### config.mk
export PLATFORM = sky130hd
export DESIGN_NAME = pcie_perst_seq
export DESIGN_NICKNAME = d
export VERILOG_FILES = /design/src/rtl/pcie_perst_seq.sv
export SDC_FILE = /design/constraint.sdc
export NUM_CORES = 1
export LEC_CHECK = 0
export CAP_MARGIN = 15
export CORE_ASPECT_RATIO = 1.4
export CORE_UTILIZATION = 30
export DETAILED_ROUTE_END_ITERATION = 6
export SYNTH_ARGS = -nofsm -noshare
export SYNTH_HDL_FRONTEND = slang
export SYNTH_SLANG_ARGS = --single-unit
### constraint.sdc
create_clock -name clk -period 2.1 [get_ports clk]
set_input_delay 0.315 -clock clk [delete_from_list [all_inputs] [get_ports clk]]
set_output_delay 0.315 -clock clk [all_outputs]
set_load 0.005 [all_outputs]
### src/rtl/pcie_perst_seq.sv
// -----------------------------------------------------------------------------
// pcie_perst_seq
//
// Purpose: drives PERST# to a PCIe hard IP / endpoint and supervises link
// training. PERST# is held low for PERST_ASSERT_CYC cycles, then released.
// The block then waits up to LINK_TIMEOUT_CYC cycles for linkup and dlup.
// A timeout re-asserts PERST# and retries up to MAX_RETRIES times before
// parking in FAIL. A link drop or surprise-down while up restarts the
// sequence and counts a link-down event.
//
// Optional feature macro: PCIE_PERST_SEQ_DOWN_CNT_EN
//   defined   - down_cnt is an 8-bit link-down counter saturating at 255
//   undefined - down_cnt is tied to zero
//
// Ports:
//   clk                   in   sole clock
//   reset                 in   asynchronous, active-high reset
//   restart               in   pulse, forces a fresh sequence
//   serr_clr              in   pulse, clears serr_seen
//   app_linkup            in   HIP linkup (asynchronous)
//   app_dlup              in   HIP data-link up (asynchronous)
//   app_serr              in   HIP system error (asynchronous)
//   app_surprise_down_err in   HIP surprise-down (asynchronous)
//   perst_n               out  PERST# to HIP/endpoint
//   link_ok               out  link up and stable
//   link_fail             out  retries exhausted
//   serr_seen             out  sticky system error flag
//   retry_cnt             out  timeouts in the current sequence
//   down_cnt              out  link-down events
//   state                 out  encoded FSM state
//
// state | meaning
// ------+---------------------------------------------------------
// 0     | ASSERT    : PERST# low, timing the assertion window
// 1     | WAIT_LINK : PERST# high, waiting for linkup and dlup
// 2     | UP        : link trained, link_ok high
// 3     | FAIL      : retries exhausted, PERST# low until restart
// -----------------------------------------------------------------------------
module pcie_perst_seq #(
    parameter int PERST_ASSERT_CYC = 100000,
    parameter int LINK_TIMEOUT_CYC = 10000000,
    parameter int MAX_RETRIES      = 3
) (
    input  logic       clk,
    input  logic       reset,
    input  logic       restart,
    input  logic       serr_clr,
    input  logic       app_linkup,
    input  logic       app_dlup,
    input  logic       app_serr,
    input  logic       app_surprise_down_err,
    output logic       perst_n,
    output logic       link_ok,
    output logic       link_fail,
    output logic       serr_seen,
    output logic [3:0] retry_cnt,
    output logic [7:0] down_cnt,
    output logic [2:0] state
);

    typedef enum logic [2:0] {
        S_ASSERT    = 3'd0,
        S_WAIT_LINK = 3'd1,
        S_UP        = 3'd2,
        S_FAIL      = 3'd3
    } state_t;

    localparam logic [23:0] PERST_LAST   = 24'(PERST_ASSERT_CYC - 1);
    localparam logic [23:0] LINK_LAST    = 24'(LINK_TIMEOUT_CYC - 1);
    localparam logic [3:0]  RETRY_LIMIT  = 4'(MAX_RETRIES);

    // Synchronizer bit map: 0 linkup, 1 dlup, 2 serr, 3 surprise-down
    logic [3:0] sync1_q;
    logic [3:0] sync2_q;
    logic       linkup_s;
    logic       dlup_s;
    logic       serr_s;
    logic       sdown_s;

    state_t     state_q, state_d;
    logic [23:0] timer_q, timer_d;
    logic [3:0] retry_q, retry_d;
    logic       perst_n_q;
    logic       link_ok_q;
    logic       link_fail_q;
    logic       serr_q, serr_d;
    logic       down_evt;

    always_ff @(posedge clk or posedge reset) begin
        if (reset) begin
            sync1_q <= '0;
            sync2_q <= '0;
        end else begin
            sync1_q <= {app_surprise_down_err, app_serr, app_dlup, app_linkup};
            sync2_q <= sync1_q;
        end
    end

    assign linkup_s = sync2_q[0];
    assign dlup_s   = sync2_q[1];
    assign serr_s   = sync2_q[2];
    assign sdown_s  = sync2_q[3];

    always_comb begin
        state_d  = state_q;
        timer_d  = timer_q;
        retry_d  = retry_q;
        down_evt = 1'b0;
        if (restart) begin
            state_d = S_ASSERT;
            timer_d = '0;
            retry_d = '0;
        end else begin
            case (state_q)
                S_ASSERT: begin
                    if (timer_q == PERST_LAST) begin
                        state_d = S_WAIT_LINK;
                        timer_d = '0;
                    end else begin
                        timer_d = timer_q + 24'd1;
                    end
                end
                S_WAIT_LINK: begin
                    // Link-up is tested first so it wins over a coincident timeout
                    if (linkup_s && dlup_s) begin
                        state_d = S_UP;
                        timer_d = '0;
                        retry_d = '0;
                    end else if (timer_q == LINK_LAST) begin
                        timer_d = '0;
                        if (retry_q < RETRY_LIMIT) begin
                            retry_d = retry_q + 4'd1;
                            state_d = S_ASSERT;
                        end else begin
                            state_d = S_FAIL;
                        end
                    end else begin
                        timer_d = timer_q + 24'd1;
                    end
                end
                S_UP: begin
                    if (!linkup_s || sdown_s) begin
                        state_d  = S_ASSERT;
                        timer_d  = '0;
                        retry_d  = '0;
                        down_evt = 1'b1;
                    end
                end
                S_FAIL: begin
                    state_d = S_FAIL;
                end
                default: begin
                    state_d = S_ASSERT;
                    timer_d = '0;
                    retry_d = '0;
                end
            endcase
        end
    end

    // Set has priority over clear so a coincident error is never lost
    assign serr_d = serr_s | (serr_q & ~serr_clr);

    always_ff @(posedge clk or posedge reset) begin
        if (reset) begin
            state_q     <= S_ASSERT;
            timer_q     <= '0;
            retry_q     <= '0;
            perst_n_q   <= 1'b0;
            link_ok_q   <= 1'b0;
            link_fail_q <= 1'b0;
            serr_q      <= 1'b0;
        end else begin
            state_q     <= state_d;
            timer_q     <= timer_d;
            retry_q     <= retry_d;
            // Outputs decoded from next state so they align with state
            perst_n_q   <= (state_d == S_WAIT_LINK) || (state_d == S_UP);
            link_ok_q   <= (state_d == S_UP);
            link_fail_q <= (state_d == S_FAIL);
            serr_q      <= serr_d;
        end
    end

`ifdef PCIE_PERST_SEQ_DOWN_CNT_EN
    logic [7:0] down_q;

    always_ff @(posedge clk or posedge reset) begin
        if (reset) begin
            down_q <= '0;
        end else if (down_evt && (down_q != 8'hFF)) begin
            down_q <= down_q + 8'd1;
        end
    end

    assign down_cnt = down_q;
`else
    logic unused_down_evt;
    assign unused_down_evt = down_evt;
    assign down_cnt        = 8'd0;
`endif

    assign perst_n   = perst_n_q;
    assign link_ok   = link_ok_q;
    assign link_fail = link_fail_q;
    assign serr_seen = serr_q;
    assign retry_cnt = retry_q;
    assign state     = state_q;

endmodule

==> results of run 1 <==
[final cells by class]
type	count	area [sq um]
clock buffer	8	100
sequential	43	1080
fill	753	4880
multi-input combinational	178	1200
timing repair buffer	35	333
inverter	9	33.8
tap	100	125
[Yosys cell counts (2+ instances only)]
master,count,share of area [%]
a21oi_1,4,0.83
buf_2,3,0.62
or3_1,3,0.78
nor4b_1,2,0.73
nor3_1,10,2.1
nand4_1,14,3.6
nand2b_1,2,0.52
nor2_1,25,3.9
and2_1,3,0.78
xor2_1,6,2.2
buf_4,9,2.8
clkbuf_1,2,0.31
ha_1,2,1.0
xnor2_1,8,2.9
and3_1,2,0.52
nand3_1,8,1.7
inv_1,9,1.4
o22ai_1,3,0.78
nand2_1,11,1.7
nor2b_1,3,0.78
dfrtp_1,43,45
nor4b_4,2,2.0
a221o_1,2,0.83
a22oi_1,2,0.62
o21ai_0,9,1.9
nor4_1,10,2.6
a21o_1,3,0.94
nor3b_1,3,0.94
and3_2,3,0.94
and4_1,4,1.5
[logic make-up after synthesis]
kind of cell	synth area share, %
flops	44.8
buf+inv	6.82
simple gates	31.5
xor+xnor	5.10
mux	0.417
fa+ha+maj	1.04
other cells	0.156
compound gates	10.2
[power breakdown]
group | total (W) | switching, W | internal (W)
clock | 0.000590 | 0.000289 | 0.000300
sequential | 0.000866 | 0.0000180 | 0.000848
combinational | 0.0000924 | 0.0000500 | 0.0000424
[stage by stage]
stage	util [%]	total power, W	cells	TNS, ps
2_1_floorplan	-	0.000946	247	0
6_report	37.0	0.00155	373	0
3_3_place_gp	35.4	0.000972	364	0
3_5_place_dp	35.4	0.000974	364	-72.5
5_1_grt	37.0	0.00162	373	0
4_1_cts	36.6	0.00156	372	0
[cell usage in the layout, fill, tap and decap left out, types with 6 or more instances in the layout]
cell type        count
dfrtp_1             43
nor2_1              25
clkdlybuf4s50_1     18
buf_4               15
nand4_1             14
nand2_1             11
nor4_1              10
nor3_1              10
o21ai_0              9
conb_1               9
inv_1                8
nand3_1              8
xnor2_1              8
clkbuf_8             7
xor2_1               6
[sequential cells by signal, summed over array words and instances (netlist names)]
name,cells
timer_q,24
sync2_q,4
serr_seen,1
retry_cnt,4
link_ok,1
sync1_q,4
perst_n,1
state,3
link_fail,1
[per-layer routing]
layer	track usage, %	part of all wire, %
met3	1.78	1.9
met4	6.74	2.7
met1	15.1	42
met2	24.7	53
met5	0	0
[what timing repair did]
action	CTS	global route
setup buffers	0	1
resized for setup	0	2
setup endpoints to repair	0	18
[critical path: stages (launching register included)]
cell and delay (ps):
dfrtp_1 430, ha_1 260, and3_2 250, nand4_1 150, o21ai_2 280, nand2_1 160
a221o_1 320
[worst paths after layout]
path / start / slack (ps) / endpoint
max reg2reg: timer_q[0] / 130 / timer_q[5]
max in group asynchronous: reset / 1280 / sync2_q[0]
min in group clk: sync1_q[0] / 350 / sync2_q[0]
max: timer_q[0] / 130 / timer_q[5]
min: reset / 310 / sync1_q[2]
min reg2reg: sync1_q[0] / 350 / sync2_q[0]
==> metrics.cfg, run 1 <==
[floorplan]
fp.dieW_microns=77.6
start_util_pct=31.0
die_area_sq_um=8370
rows=38
die-height_microns=108
ios=27
core_sq_um=7750

[clock_tree]
clock_latency_ps=300
cts_tree=yes
cts_made_buffers=5
htree_levels=2
cts_hold_buf=0
cts.sinks=43
clk_path_buf_depth=2
cts-root-buf=clkbuf_8
path_clk_slew_ps=80

[sta]
layout_worst_path_cycle_share_pct=93.6
finalHoldViolCount=0
timing.hold.ws_ps=314
slew_violations=0
setup_viol=0
rsz0062_at_grt=false
finalCriticalPeriod_ps=1970
worstMarginPinSlew_ps=596
clock_skew_ps=8.53
maxClockFrequency_mhz=509
slew_headroom_pct=60.0
layout_setup_ws_ps=134

[placed_design]
place_area_sq_um=2740
dpl_worst_slack_ps=-21.3
io_buffers=18
gp_congestion=0.805
hpwlAfterDp_microns=3790

[routing]
first_pass_iters=5
wl_microns=5140
final_antenna_net_count=0
drt-initial-drc-count=101
drc=0
wl_per_cell_microns=13.8
vias=1871
drt-vias-per-instance=5.02

[status]
status=complete, no violations

[pwr]
p_leak_nw=1.18
peakVddDrop_uv=206
pwr_density_cell_nw_per_um2=539

[yosys]
synth_ff_type=dfrtp_1
syn_area_sq_um=2400
avgSynthCellArea_sq_um=10.1
yosysWarnings=0
synth_edf_count=0
synthDistinctLibCells=59
yosys_register_bits=43
ys_seq_area_share_pct=44.8
async_flop_share_pct=100
syn_inst=239

[worst_setup_path]
reg2reg_depth=6
cp.arrival_ps=2150
crit_path_end_kind=flop
setup.worst_path.class=flop to flop
critPathMaxFanout=5
start_kind=flop
critical_path_required_ps=2280

[global_routing]
grt_usage_pct=13.5
grt_pass1_wl_microns=8830
antenna_found_initial=0
grt-ovfl-total=0
grt_max_degree=29
grt_pass1_vias=1846

[cells_and_area]
antenna_cells=0
syn_to_final_growth_pct=19.5
nets=282
drive_above_1_share_pct=16.8
final_cell_area_sq_um=2870

[hold_path]
min_path_type=input pin to asynchronous set/reset pin

[run]
drv_cap=0

Power figures use the tool's default switching activity.
==> run 2: changes to the inputs <==
Settings changed: CORE_ASPECT_RATIO 1.4 to 0.8, CORE_UTILIZATION 30 to 56, PLACE_DENSITY from default to 0.8.
==> run 2 against run 1 <==
  * Routed wire length is 2.1% lower
  * Total power is 5.6% lower
  * Clock skew hardly changed
  * Clock power is 15% lower
  * Non-clock buffer count is 2 lower
  * Via count is 2.4% higher
  * Combinational power hardly changed
  * Largest cell class unchanged
  * Largest power group unchanged
==> metrics.cfg, run 2 (synthesized netlist as in run 1, its figures left out) <==
[status]
status=complete, no violations

[sta]
worstMarginPinSlew_ps=535
rsz0062_at_grt=false
slew_headroom_pct=64.3
slew_violations=0
finalCriticalPeriod_ps=1970
tns_ps=0
maxClockFrequency_mhz=507
clock_skew_ps=8.67
setup_viol=0
timing.hold.ws_ps=351
layout_worst_path_cycle_share_pct=93.9
finalHoldViolCount=0

[clock_tree]
htree_levels=2
clk_path_buf_depth=2
cts.sinks=43
path_clk_slew_ps=70
cts_made_buffers=5
clock_latency_ps=300
cts-root-buf=clkbuf_8
cts_tree=yes

[worst_setup_path]
critPathMaxFanout=5
cp.arrival_ps=2190
cp_common_cell=and3_2
crit_path_end_kind=flop
worst-r2r-setup-slack_ps=130
r2r_start=timer_q[0]
path_cells=ha_1 > and3_2 > and4_4 > and3_2 > or4_1 > mux2i_1
reg2reg_depth=6
slowest_stage=dfrtp_1
start_kind=flop
critical_path_required_ps=2320
crit_path_max_incr_delay_ps=430
setup.worst_path.class=flop to flop
worstReg2RegEnd=perst_n

[cells_and_area]
final_cell_mix=dfrtp_1, nor2_1, clkdlybuf4s50_1
largest_register=timer_q
syn_to_final_growth_pct=15.1
largest_reg_flops=24
utilization_pct=69.9
nets=280
fill_cells=331
mostFrequentLayoutCell=dfrtp_1
antenna_cells=0
final_cell_area_sq_um=2770
drive_above_1_share_pct=15.9

[pwr]
p_leak_nw=1.16
peakVddDrop_uv=406
pwr_density_cell_nw_per_um2=529

[hold_path]
whs_endpoint=sync2_q[0]
min_from=sync1_q[0]
min_path_type=flop to flop
whs_path_depth=0

[floorplan]
rows=20
die_area_sq_um=4560
core_sq_um=3950
start_util_pct=60.8
ios=27
fp.dieW_microns=75.2
die-height_microns=60.6

[routing]
vias=1916
drc=0
wl_microns=5030
drt-initial-drc-count=145
wl_per_cell_microns=15.4
first_pass_iters=4
final_antenna_net_count=0
drt-vias-per-instance=5.88

[placed_design]
place_area_sq_um=2660
hpwlAfterDp_microns=3770
gp_congestion=0.892
io_buffers=18

[global_routing]
grt_pass1_wl_microns=8240
grt-ovfl-total=0
antenna_found_initial=0
grt_max_degree=44
grt_pass1_vias=1731
grt_usage_pct=24.8

[run]
drv_cap=0

-- run 2: cell types whose count changed in the layout (fill, tap and decap cells not counted), sizes merged --
cell	change
clkinvlp	+1
clkinv	+1
clkbuf	-2
buf	-2
-- run 2: layout make-up --
class | instances | area, sq um | share of cell area (%)
clock buffer | 6 | 72.6 | 2.62
multi-input combinational | 178 | 1200 | 43.3
sequential | 43 | 1080 | 38.9
timing repair buffer | 33 | 305 | 11.0
tap | 55 | 68.8 | 2.49
inverter | 9 | 33.8 | 1.22
clock inverter | 2 | 12.5 | 0.452
-- run 2: through the flow --
| stage | power, W | instances | worst slack [ps] |
|---|---|---|---|
| finish | 0.00146 | 326 | 128 |
| floorplan | 0.000946 | 247 | 294 |
| CTS | 0.00147 | 325 | 19.8 |
| global route | 0.00153 | 326 | 44.0 |
| global placement | 0.000966 | 317 | 78.9 |
| detailed placement | 0.000972 | 317 | 41.9 |
-- run 2: metal layers --
layer	wire length [microns]	GRT usage (%)
met5	0	0
met4	33	8.73
met3	351	5.65
met2	2240	35.5
met1	2400	37.1
-- run 2: worst max-delay path, delay by kind of cell (launching register included) --
family / cells / cell delay, ps
AND/OR/NAND/NOR: 4 / 1050
adder cells (fa/ha/maj): 1 / 270
multiplexers: 1 / 150
flip-flops: 1 / 430
-- run 2: worst max-delay path by stage --
stage	startpoint	end	slack, ps	cells past startpoint
after global placement	restart	timer_q[16]	80	6
after detailed placement	timer_q[0]	timer_q[15]	40	6
final	timer_q[0]	perst_n	130	6
after global routing	timer_q[0]	perst_n	40	6
after CTS	timer_q[0]	timer_q[15]	20	6
after floorplan	timer_q[0]	perst_n	290	6
-- run 2: repair_timing --
action                                  CTS  global route
setup buffers                             0             1
endpoints found under the setup margin    0            17
hold buffers                              0             0
resized for setup                         0             1
-- run 2: power by group --
group,leakage [nW],internal [W],switching (W)
Sequential,0.576,0.000848,0.0000178
Combinational,0.541,0.0000404,0.0000521
Clock,0.0412,0.000232,0.000271
==> run 3: changes to the inputs <==
Settings changed: CORE_MARGIN from default to 2.
==> run 3 against run 2 <==
  * Largest cell class unchanged
  * Utilization down 2.8 points
  * Critical path type unchanged
  * Combinational power up 0.6%
  * Die area up 6.0%
  * Critical endpoint is now timer_q[5]
==> metrics.cfg, run 3 (synthesized netlist as in run 1, its figures left out) <==
[status]
status=complete, no violations

[hold_path]
min_from=sync1_q[1]
whs_path_depth=0
min_path_type=flop to flop
whs_endpoint=sync2_q[1]

[floorplan]
rows=21
die-height_microns=62.6
core_sq_um=4150
start_util_pct=57.9
fp.dieW_microns=77.2
die_area_sq_um=4830
ios=27

[global_routing]
grt-ovfl-total=0
grt_pass1_vias=1805
grt_usage_pct=24.2
antenna_found_initial=0
grt_max_degree=44
grt_pass1_wl_microns=9130

[cells_and_area]
mostFrequentLayoutCell=dfrtp_1
syn_to_final_growth_pct=16.0
drive_above_1_share_pct=15.9
utilization_pct=67.1
stdcell_count=327
largest_register=timer_q
nets=279
antenna_cells=0
largest_reg_flops=24
final_cell_mix=dfrtp_1, nor2_1, clkdlybuf4s50_1

[routing]
wl_per_cell_microns=16.1
vias=1918
drt-vias-per-instance=5.87
final_antenna_net_count=0
wl_microns=5260
first_pass_iters=5
drt-initial-drc-count=166
drc=0

[sta]
setup_viol=0
slew_violations=0
maxClockFrequency_mhz=509
layout_worst_path_cycle_share_pct=93.6
rsz0062_at_grt=false
finalHoldViolCount=0
clock_skew_ps=12.8
finalCriticalPeriod_ps=1960

[placed_design]
gp_congestion=0.902
hpwlAfterDp_microns=3750
dpl.cell_count=318
io_buffers=18

[worst_setup_path]
worst-r2r-setup-slack_ps=140
r2r_start=timer_q[20]
setup.worst_path.class=flop to flop
reg2reg_depth=5
worstReg2RegEnd=timer_q[5]
crit_path_end_kind=flop
critPathMaxFanout=5
cp.arrival_ps=2140
critical_path_required_ps=2280
start_kind=flop

[clock_tree]
path_clk_slew_ps=90
clock_latency_ps=300
cts-root-buf=clkbuf_8
htree_levels=2
clk_path_buf_depth=2
cts.sinks=43
cts_tree=yes
cts_made_buffers=5

[pwr]
pwr_density_cell_nw_per_um2=547
peakVddDrop_uv=477
p_leak_nw=1.17

[run]
drv_cap=0

## run 3: cell types whose count changed in the layout (fill, tap and decap cells not counted), sizes merged
cell | before | now
buf | 15 | 14
clkinv | 2 | 1
inv | 8 | 9
## run 3: worst max-delay path by stage
stage / cells past startpoint / start / end
CTS: 5 / timer_q[6] / timer_q[5]
global placement: 6 / restart / timer_q[15]
finish: 5 / timer_q[20] / timer_q[5]
detailed placement: 6 / timer_q[0] / timer_q[23]
global route: 7 / timer_q[0] / perst_n
floorplan: 6 / timer_q[0] / perst_n
## run 3: repair_timing
item / CTS / global route
cloned: 0 / 0
hold buffers: 0 / 0
setup buffers: 1 / 0
resized for setup: 0 / 1
pin swaps: 1 / 0
endpoints found under the setup margin: 15 / 2
## run 3: worst max-delay path, stage by stage (launching register included)
cell and delay (ps):
dfrtp_1 470, nor4_1 340, nand4_1 260, o21ai_2 290, nand2_1 150, a221o_1 330
## run 3: stage by stage
| step | instance area, sq um | power, W | hold WS, ps | TNS [ps] | setup slack, ps |
|---|---|---|---|---|---|
| after floorplan | 2430 | 0.000946 | 331 | 0 | 294 |
| after global placement | 2660 | 0.000969 | 334 | 0 | 35.9 |
| after detailed placement | 2660 | 0.000974 | 336 | -10.5 | -6.56 |
| after CTS | 2780 | 0.00154 | 362 | 0 | 42.9 |
| after global routing | 2790 | 0.00158 | 380 | 0 | 1.96 |
| final | 2790 | 0.00152 | 359 | 0 | 135 |
## run 3: power breakdown
part	internal (W)	total, W	switching, W	leakage [nW]
registers	0.000848	0.000868	0.0000207	0.576
clock network	0.000268	0.000561	0.000293	0.0474
logic	0.0000422	0.0000931	0.0000509	0.543
total	0.00116	0.00152	0.000365	1.17
## run 3: layout make-up
type	instances	area, sq um
clock buffers	6	82.6
multi-input cells	178	1200
fillers	339	1370
flip-flops and latches	43	1080
repair buffers	32	310
well taps	57	71.3
clock inverters	2	16.3
inverters	9	33.8
## run 3: per-layer routing
metal | GRT usage (%) | share of wire [%] | vias up
met2 | 34.2 | 45 | 86
met5 | 0 | 0 | -
met4 | 9.15 | 2.3 | 0
met1 | 36.7 | 46 | 906
li1 | - | - | 914
met3 | 4.62 | 6.5 | 12
